===== src/rtl/haze_add_cal_pkg.sv =====
// Shared constants and blend helper for the haze synthesis stage.
// Channel slices match the dehaze recovery stage pixel layout.
package haze_add_cal_pkg;
  localparam int PIX_W = 8;
  localparam int RGB_W = 24;
  localparam int T_ONE = 256;

  localparam int R_MSB = 23;
  localparam int R_LSB = 16;
  localparam int G_MSB = 15;
  localparam int G_LSB = 8;
  localparam int B_MSB = 7;
  localparam int B_LSB = 0;

  typedef logic [PIX_W-1:0] pix_t;
  typedef logic [RGB_W-1:0] rgb_t;

  // Rounded >>8 of the two weighted terms; result fits 8 bits
  function automatic pix_t round_div(
    input logic [16:0] pj,
    input logic [16:0] pa
  );
    return pix_t'(({1'b0, pj} + {1'b0, pa} + 18'd128) >> 8);
  endfunction
endpackage


===== src/rtl/haze_add_cal_if.sv =====
// Video bus bundle for haze_add_cal: src/tx inputs,
// hazy output stream and FIFO status.
interface haze_add_cal_if #(
  parameter int FIFO_AW = 4
);
  import haze_add_cal_pkg::*;

  logic             pre_src_frame_vsync;
  logic             pre_src_frame_href;
  logic             pre_src_frame_clken;
  rgb_t             pre_img;
  logic             pre_tx_frame_vsync;
  logic             pre_tx_frame_href;
  logic             pre_tx_frame_clken;
  pix_t             pre_tx_img;
  pix_t             pre_A;
  logic             post_frame_vsync;
  logic             post_frame_href;
  logic             post_frame_clken;
  rgb_t             post_img;
  logic             fifo_overflow;
  logic             fifo_underflow;
  logic [FIFO_AW:0] fifo_level;

  modport master (
    output pre_src_frame_vsync, pre_src_frame_href,
    output pre_src_frame_clken, pre_img,
    output pre_tx_frame_vsync, pre_tx_frame_href,
    output pre_tx_frame_clken, pre_tx_img, pre_A,
    input  post_frame_vsync, post_frame_href,
    input  post_frame_clken, post_img,
    input  fifo_overflow, fifo_underflow, fifo_level
  );

  modport slave (
    input  pre_src_frame_vsync, pre_src_frame_href,
    input  pre_src_frame_clken, pre_img,
    input  pre_tx_frame_vsync, pre_tx_frame_href,
    input  pre_tx_frame_clken, pre_tx_img, pre_A,
    output post_frame_vsync, post_frame_href,
    output post_frame_clken, post_img,
    output fifo_overflow, fifo_underflow, fifo_level
  );
endinterface


===== src/rtl/haze_sync_fifo.sv =====
// Single-clock src pixel FIFO with same-cycle bypass when empty
// and overflow/underflow event pulses.
module haze_sync_fifo
  import haze_add_cal_pkg::*;
#(
  parameter int DEPTH = 16,
  parameter int AW    = 4
) (
  input  logic        clk,
  input  logic        rst,
  input  logic        push_i,
  input  rgb_t        wdata_i,
  input  logic        pop_i,
  output rgb_t        rdata_o,
  output logic [AW:0] level_o,
  output logic        ovf_o,
  output logic        udf_o
);
  localparam int LW = AW + 1;

  rgb_t          mem_q [DEPTH];
  logic [AW-1:0] wr_q;
  logic [AW-1:0] rd_q;
  logic [AW:0]   level_q;
  logic [AW:0]   level_d;
  logic          full;
  logic          empty;
  logic          bypass;
  logic          do_push;
  logic          do_pop;

  always_comb begin
    empty   = (level_q == '0);
    full    = (level_q == LW'(DEPTH));
    bypass  = empty & push_i & pop_i;
    do_push = push_i & (~full | pop_i) & ~bypass;
    do_pop  = pop_i & ~empty;
    ovf_o   = push_i & full & ~pop_i;
    udf_o   = pop_i & empty & ~push_i;
    rdata_o = bypass ? wdata_i : mem_q[rd_q];
    level_d = level_q + LW'(do_push) - LW'(do_pop);
  end

  always_ff @(posedge clk) begin
    if (do_push) mem_q[wr_q] <= wdata_i;
  end

  always_ff @(posedge clk or posedge rst) begin
    if (rst) begin
      wr_q    <= '0;
      rd_q    <= '0;
      level_q <= '0;
    end else begin
      if (do_push) wr_q <= wr_q + 1'b1;
      if (do_pop)  rd_q <= rd_q + 1'b1;
      level_q <= level_d;
    end
  end

  assign level_o = level_q;
endmodule


===== src/rtl/haze_add_cal.sv =====
// Forward haze model I = J*t + A*(1-t): src FIFO alignment,
// frame-latched A, sticky FIFO flags and a 3-stage blend pipe.
module haze_add_cal
  import haze_add_cal_pkg::*;
#(
  parameter  int FIFO_DEPTH = 16,
  localparam int FIFO_AW    = $clog2(FIFO_DEPTH)
) (
  input logic           clk,
  input logic           rst,
  haze_add_cal_if.slave io
);
  rgb_t             fifo_rdata;
  logic             fifo_ovf;
  logic             fifo_udf;

  logic             vs_q;
  logic             vs_rise;
  pix_t             a_q;
  logic             ovf_q, ovf_d;
  logic             udf_q, udf_d;
  logic [2:0]       vs_sh_q;
  logic [2:0]       hr_sh_q;
  logic [2:0]       ck_sh_q;

  rgb_t             j_d, j1_q;
  logic [8:0]       t8_d, t8_q;
  pix_t             a1_q;
  logic [2:0][16:0] pj_d, pj_q;
  logic [16:0]      pa_d, pa_q;
  rgb_t             img_d, img_q;

  logic             unused_src_sync;
  assign unused_src_sync = ^{io.pre_src_frame_vsync,
                             io.pre_src_frame_href};

  haze_sync_fifo #(
    .DEPTH (FIFO_DEPTH),
    .AW    (FIFO_AW)
  ) u_fifo (
    .clk     (clk),
    .rst     (rst),
    .push_i  (io.pre_src_frame_clken),
    .wdata_i (io.pre_img),
    .pop_i   (io.pre_tx_frame_clken),
    .rdata_o (fifo_rdata),
    .level_o (io.fifo_level),
    .ovf_o   (fifo_ovf),
    .udf_o   (fifo_udf)
  );

  always_comb begin
    vs_rise = io.pre_tx_frame_vsync & ~vs_q;
    ovf_d   = (vs_rise ? 1'b0 : ovf_q) | fifo_ovf;
    udf_d   = (vs_rise ? 1'b0 : udf_q) | fifo_udf;
    // Starved pop: J = A makes the blend return A exactly
    j_d     = fifo_udf ? {a_q, a_q, a_q} : fifo_rdata;
    t8_d    = (io.pre_tx_img == 8'hFF) ? 9'(T_ONE)
                                       : {1'b0, io.pre_tx_img};
    pj_d[2] = {9'd0, j1_q[R_MSB:R_LSB]} * {8'd0, t8_q};
    pj_d[1] = {9'd0, j1_q[G_MSB:G_LSB]} * {8'd0, t8_q};
    pj_d[0] = {9'd0, j1_q[B_MSB:B_LSB]} * {8'd0, t8_q};
    pa_d    = {9'd0, a1_q} * {8'd0, 9'(T_ONE) - t8_q};
    img_d   = {round_div(pj_q[2], pa_q),
               round_div(pj_q[1], pa_q),
               round_div(pj_q[0], pa_q)};
  end

  always_ff @(posedge clk or posedge rst) begin
    if (rst) begin
      vs_q    <= 1'b0;
      a_q     <= '0;
      ovf_q   <= 1'b0;
      udf_q   <= 1'b0;
      vs_sh_q <= '0;
      hr_sh_q <= '0;
      ck_sh_q <= '0;
      j1_q    <= '0;
      t8_q    <= '0;
      a1_q    <= '0;
      pj_q    <= '0;
      pa_q    <= '0;
      img_q   <= '0;
    end else begin
      vs_q    <= io.pre_tx_frame_vsync;
      if (vs_rise) a_q <= io.pre_A;
      ovf_q   <= ovf_d;
      udf_q   <= udf_d;
      vs_sh_q <= {vs_sh_q[1:0], io.pre_tx_frame_vsync};
      hr_sh_q <= {hr_sh_q[1:0], io.pre_tx_frame_href};
      ck_sh_q <= {ck_sh_q[1:0], io.pre_tx_frame_clken};
      if (io.pre_tx_frame_clken) begin
        j1_q <= j_d;
        t8_q <= t8_d;
        a1_q <= a_q;
      end
      if (ck_sh_q[0]) begin
        pj_q <= pj_d;
        pa_q <= pa_d;
      end
      if (ck_sh_q[1]) img_q <= img_d;
    end
  end

  assign io.post_frame_vsync = vs_sh_q[2];
  assign io.post_frame_href  = hr_sh_q[2];
  assign io.post_frame_clken = ck_sh_q[2];
  assign io.post_img         = img_q;
  assign io.fifo_overflow    = ovf_q;
  assign io.fifo_underflow   = udf_q;
endmodule


===== src/flat_wrapper.sv =====
// flat-port wrapper written by rule: the top's interface ports become plain ports
module haze_add_cal_flat import haze_add_cal_pkg::*;
#(
  parameter  int FIFO_DEPTH = 16,
  localparam int FIFO_AW    = $clog2(FIFO_DEPTH)
)
  (clk, rst, io_pre_src_frame_vsync, io_pre_src_frame_href, io_pre_src_frame_clken, io_pre_img, io_pre_tx_frame_vsync, io_pre_tx_frame_href, io_pre_tx_frame_clken, io_pre_tx_img, io_pre_A, io_post_frame_vsync, io_post_frame_href, io_post_frame_clken, io_post_img, io_fifo_overflow, io_fifo_underflow, io_fifo_level);
  haze_add_cal_if #(.FIFO_AW(4)) io_i ();
  input logic clk;
  input logic rst;
  input wire logic [$bits(io_i.pre_src_frame_vsync)-1:0] io_pre_src_frame_vsync;
  input wire logic [$bits(io_i.pre_src_frame_href)-1:0] io_pre_src_frame_href;
  input wire logic [$bits(io_i.pre_src_frame_clken)-1:0] io_pre_src_frame_clken;
  input wire logic [$bits(io_i.pre_img)-1:0] io_pre_img;
  input wire logic [$bits(io_i.pre_tx_frame_vsync)-1:0] io_pre_tx_frame_vsync;
  input wire logic [$bits(io_i.pre_tx_frame_href)-1:0] io_pre_tx_frame_href;
  input wire logic [$bits(io_i.pre_tx_frame_clken)-1:0] io_pre_tx_frame_clken;
  input wire logic [$bits(io_i.pre_tx_img)-1:0] io_pre_tx_img;
  input wire logic [$bits(io_i.pre_A)-1:0] io_pre_A;
  output wire logic [$bits(io_i.post_frame_vsync)-1:0] io_post_frame_vsync;
  output wire logic [$bits(io_i.post_frame_href)-1:0] io_post_frame_href;
  output wire logic [$bits(io_i.post_frame_clken)-1:0] io_post_frame_clken;
  output wire logic [$bits(io_i.post_img)-1:0] io_post_img;
  output wire logic [$bits(io_i.fifo_overflow)-1:0] io_fifo_overflow;
  output wire logic [$bits(io_i.fifo_underflow)-1:0] io_fifo_underflow;
  output wire logic [$bits(io_i.fifo_level)-1:0] io_fifo_level;
  assign io_i.pre_src_frame_vsync = io_pre_src_frame_vsync;
  assign io_i.pre_src_frame_href = io_pre_src_frame_href;
  assign io_i.pre_src_frame_clken = io_pre_src_frame_clken;
  assign io_i.pre_img = io_pre_img;
  assign io_i.pre_tx_frame_vsync = io_pre_tx_frame_vsync;
  assign io_i.pre_tx_frame_href = io_pre_tx_frame_href;
  assign io_i.pre_tx_frame_clken = io_pre_tx_frame_clken;
  assign io_i.pre_tx_img = io_pre_tx_img;
  assign io_i.pre_A = io_pre_A;
  assign io_post_frame_vsync = io_i.post_frame_vsync;
  assign io_post_frame_href = io_i.post_frame_href;
  assign io_post_frame_clken = io_i.post_frame_clken;
  assign io_post_img = io_i.post_img;
  assign io_fifo_overflow = io_i.fifo_overflow;
  assign io_fifo_underflow = io_i.fifo_underflow;
  assign io_fifo_level = io_i.fifo_level;
  haze_add_cal #(.FIFO_DEPTH(FIFO_DEPTH)) u_core (.clk(clk), .rst(rst), .io(io_i));
endmodule

===== config.mk =====
export PLATFORM = sky130hd
export DESIGN_NAME = haze_add_cal_flat
export DESIGN_NICKNAME = d
export VERILOG_FILES = /design/src/rtl/haze_add_cal_pkg.sv /design/src/rtl/haze_add_cal_if.sv /design/src/rtl/haze_sync_fifo.sv /design/src/rtl/haze_add_cal.sv /design/src/flat_wrapper.sv
export SDC_FILE = /design/constraint.sdc
export NUM_CORES = 1
export LEC_CHECK = 0
export BUFFER_PORTS_ARGS = -buffer_cell sky130_fd_sc_hd__buf_2
export CELL_PAD_IN_SITES_DETAIL_PLACEMENT = 1
export CELL_PAD_IN_SITES_GLOBAL_PLACEMENT = 2
export CORE_MARGIN = 8
export CORE_UTILIZATION = 49
export DETAILED_ROUTE_END_ITERATION = 10
export PLACE_DENSITY_LB_ADDON = 0.08
export SETUP_SLACK_MARGIN = 0.5
export SLEW_MARGIN = 20
export SYNTH_ARGS = -nofsm -noshare
export SYNTH_HDL_FRONTEND = slang
export SYNTH_SLANG_ARGS = --single-unit

===== constraint.sdc =====
create_clock -name clk -period 10.3 [get_ports clk]
set_input_delay 1.545 -clock clk [delete_from_list [all_inputs] [get_ports clk]]
set_output_delay 1.545 -clock clk [all_outputs]
set_load 0.02 [all_outputs]

==> flow_summary_export.csv <==
group,metric,value,unit
synthesis,yosys_register_bits,545,
grt,grt_pass1_vias,22300,
synthesis,synth_xor_area_frac,0.0218,
synthesis,synthMuxAreaShare,0.101,
sta,setup_viol,0,
synthesis,syn_area_per_cell,12.8,um^2
grt,antenna_found_initial,3,
synthesis,synth_flop_cell,"edfxtp_1",
synthesis,synth_top_family_by_area,"adder cells",
worst_setup_path,critPathLaunchType,"register",
worst_setup_path,worst-setup-path-type,"register to register",
sta,tns,0,ns
worst_setup_path,cp_max_fo,27,
floorplan,core_area,65300,um^2
synthesis,synth-compound-area-share,0.0683,
floorplan,ioPinCount,82,
grt,grt_pass1_wl,128,mm
detailed_routing,vias_per_cell,5.60,
place,dp_hpwl,54.9,mm
clocking,hold_buffers,0,
clocking,clockBufferDepth,3,
worst_setup_path,crit_arrival,6.60,ns
synthesis,ys_types,63,
detailed_routing,vias,19500,
status,run_status,"finished clean",
place,port-buffer-count,79,
sta,setup_ws,4.22,ns
finish,final_cell_mix,"edfxtp_1, inv_1, ha_1",
finish,areaGrowthSynthToFinish,10.6,%
sta,fmax,165,MHz
sta,finalMaxSlewViolations,0,
clocking,worst_skew_pair.late_latency,0.65,ns
clocking,numCtsBuffers,59,
sta,slew-limit-headroom,0.346,
synthesis,synth_fa_ha_area_frac,0.194,
synthesis,syn_nets,2963,
sta,period_needed,6.08,ns
floorplan,die-area,74000,um^2
sta,worst_clock_skew,0.0285,ns
clocking,path_clk_slew,0.07,ns
sta,finalHoldViolations,0,
clocking,htree_num_levels,2,
synthesis,synth_edf_count,384,
synthesis,ys_seq_area_frac,0.485,
finish,final_nets,3024,
grt,grt.total_usage,0.220,
detailed_routing,drt_iter0_markers,1065,
floorplan,std_cell_rows,94,
finish,num_antenna_cells,0,
clocking,post_cts_resized,0,
clocking,cts_setup_buffers,0,
detailed_routing,drc,0,
finish,final_layout_size_suffix_gt1_frac,0.157,
sta,worstMarginPinSlew,0.982,ns
synthesis,synthSimpleGateAreaFrac,0.0847,
detailed_routing,ant_nets,0,
place,place.gp.congestion,0.792,
worst_setup_path,worst_setup_path_end_kind,"register",
synthesis,yosysWarnings,0,
sta,period_share,0.590,
synthesis,async_flop_share,0.295,
flow_run,max_cap_viol_count,0,
sta,rsz0062_at_grt,"false",
grt,grt.overflow.total,0,
clocking,cts_tree,"yes",
clocking,cts_root_buffer,"clkbuf_16",
worst_hold_path,hp-class,"register to register",
detailed_routing,wl,79.8,mm
synthesis,syn-cell-area,32100,um^2
grt,grt_max_degree,63,
floorplan,start_util,0.492,
floorplan,die_width,272,um
detailed_routing,wl_per_cell,22.9,um
finish,layout_commonest_cell,"edfxtp_1",
worst_setup_path,required,10.82,ns
sta,hold_slack,0.359,ns
synthesis,netlist_instances,2517,
clocking,cts_sinks,545,
floorplan,die_h,272,um
place,dpl_worst_slack,3.87,ns
detailed_routing,dr.pass1.iters,5,
[sequential cells by signal, indices dropped and copies added (netlist names), 3 cells and up]
| signal | cells |
|---|---|
| u_core.io.post_img | 24 |
| u_core.pj_q | 48 |
| u_core.pa_q | 16 |
| u_core.j1_q | 24 |
| u_core.u_fifo.wr_q | 4 |
| u_core.u_fifo.mem_q | 384 |
| u_core.vs_sh_q | 3 |
| u_core.ck_sh_q | 3 |
| u_core.u_fifo.rd_q | 4 |
| u_core.u_fifo.level_o | 5 |
| u_core.a_q | 8 |
| u_core.hr_sh_q | 3 |
| u_core.t8_q | 9 |
| u_core.a1_q | 8 |
[kinds of logic (layout without fill, tap and decap cells)]
kind of cell,after synthesis,count (layout)
multiplexers,225,225
XOR/XNOR,80,80
adder cells (fa/ha/maj),398,398
flip-flops,545,545
buffers and inverters,379,488
AND/OR/NAND/NOR,554,554
AO/OA/AOI/OAI,336,336
[path summary, 6_finish.rpt]
path                                                  start  depth (start not counted)                           endpoint  slack [ns]
worst max-delay path             u_core.t8_q[1]$_DFFE_PP0P_                         20        u_core.pa_q[15]$_DFFE_PP0P_        4.22
worst min-delay path            u_core.hr_sh_q[1]$_DFF_PP0_                          0        u_core.hr_sh_q[2]$_DFF_PP0_        0.36
worst max register to register   u_core.t8_q[1]$_DFFE_PP0P_                         20        u_core.pa_q[15]$_DFFE_PP0P_        4.22
worst min register to register  u_core.hr_sh_q[1]$_DFF_PP0_                          0        u_core.hr_sh_q[2]$_DFF_PP0_        0.36
max in group asynchronous                               rst                          3  u_core.u_fifo.rd_q[0]$_DFFE_PP0P_        8.01
min in group asynchronous                               rst                          2         u_core.a1_q[3]$_DFFE_PP0P_        0.97
[area by class of cell]
cell class / count / area [um^2]
Inverter: 258 / 973
Multi-Input combinational cell: 1593 / 15100
Fill cell: 6561 / 29800
Sequential cell: 545 / 15600
Timing Repair Buffer: 121 / 731
Tap cell: 864 / 1080
Clock buffer: 73 / 1590
Clock inverter: 36 / 439
[cell usage after synthesis (52+ instances only)]
library cell,number,area share
nor2_1,58,0.0068
inv_1,257,0.030
mux4_2,68,0.048
dfrtp_1,161,0.13
and2_1,160,0.031
nand2_1,230,0.027
xnor2_1,57,0.016
edfxtp_1,384,0.36
mux2i_1,56,0.017
o21ai_0,52,0.0081
clkbuf_1,79,0.0092
fa_1,165,0.10
a21oi_1,100,0.016
ha_1,233,0.091
mux2_2,101,0.035
[per-stage QoR]
step / std cells / area, um^2 / util
finish: 3490 / 35500 / 0.544
global placement: 3380 / 33500 / 0.513
detailed placement: 3380 / 33500 / 0.513
global route: 3490 / 35500 / 0.544
CTS: 3489 / 35500 / 0.544
floorplan: 2517 / 32100 / -
[routing by layer]
layer / vias to the layer above / GRT usage / share of wire
li1: 8978 / - / -
met1: 10100 / 0.272 / 0.42
met2: 317 / 0.403 / 0.52
met3: 144 / 0.0267 / 0.032
met4: 0 / 0.0611 / 0.028
met5: - / 0 / 0
[critical path, cell delays in order, from the launching register on]
cell and delay [ns]:
dfrtp_2 0.64, inv_1 0.20, ha_1 0.27, nand3_1 0.12, xnor2_1 0.68, nand2_1 0.18, fa_1 0.53, fa_1 0.55
inv_1 0.05, fa_1 0.48, inv_1 0.06, fa_1 0.50, inv_1 0.05, ha_1 0.32, o21a_1 0.13, o31ai_1 0.15
a211oi_1 0.22, a311oi_1 0.36, o21bai_1 0.12, xnor2_1 0.13, mux2_2 0.26
Power is left out: the tool's default activity adds up to more than one toggle a clock period on the data nets, which glitch-free logic cannot reach.
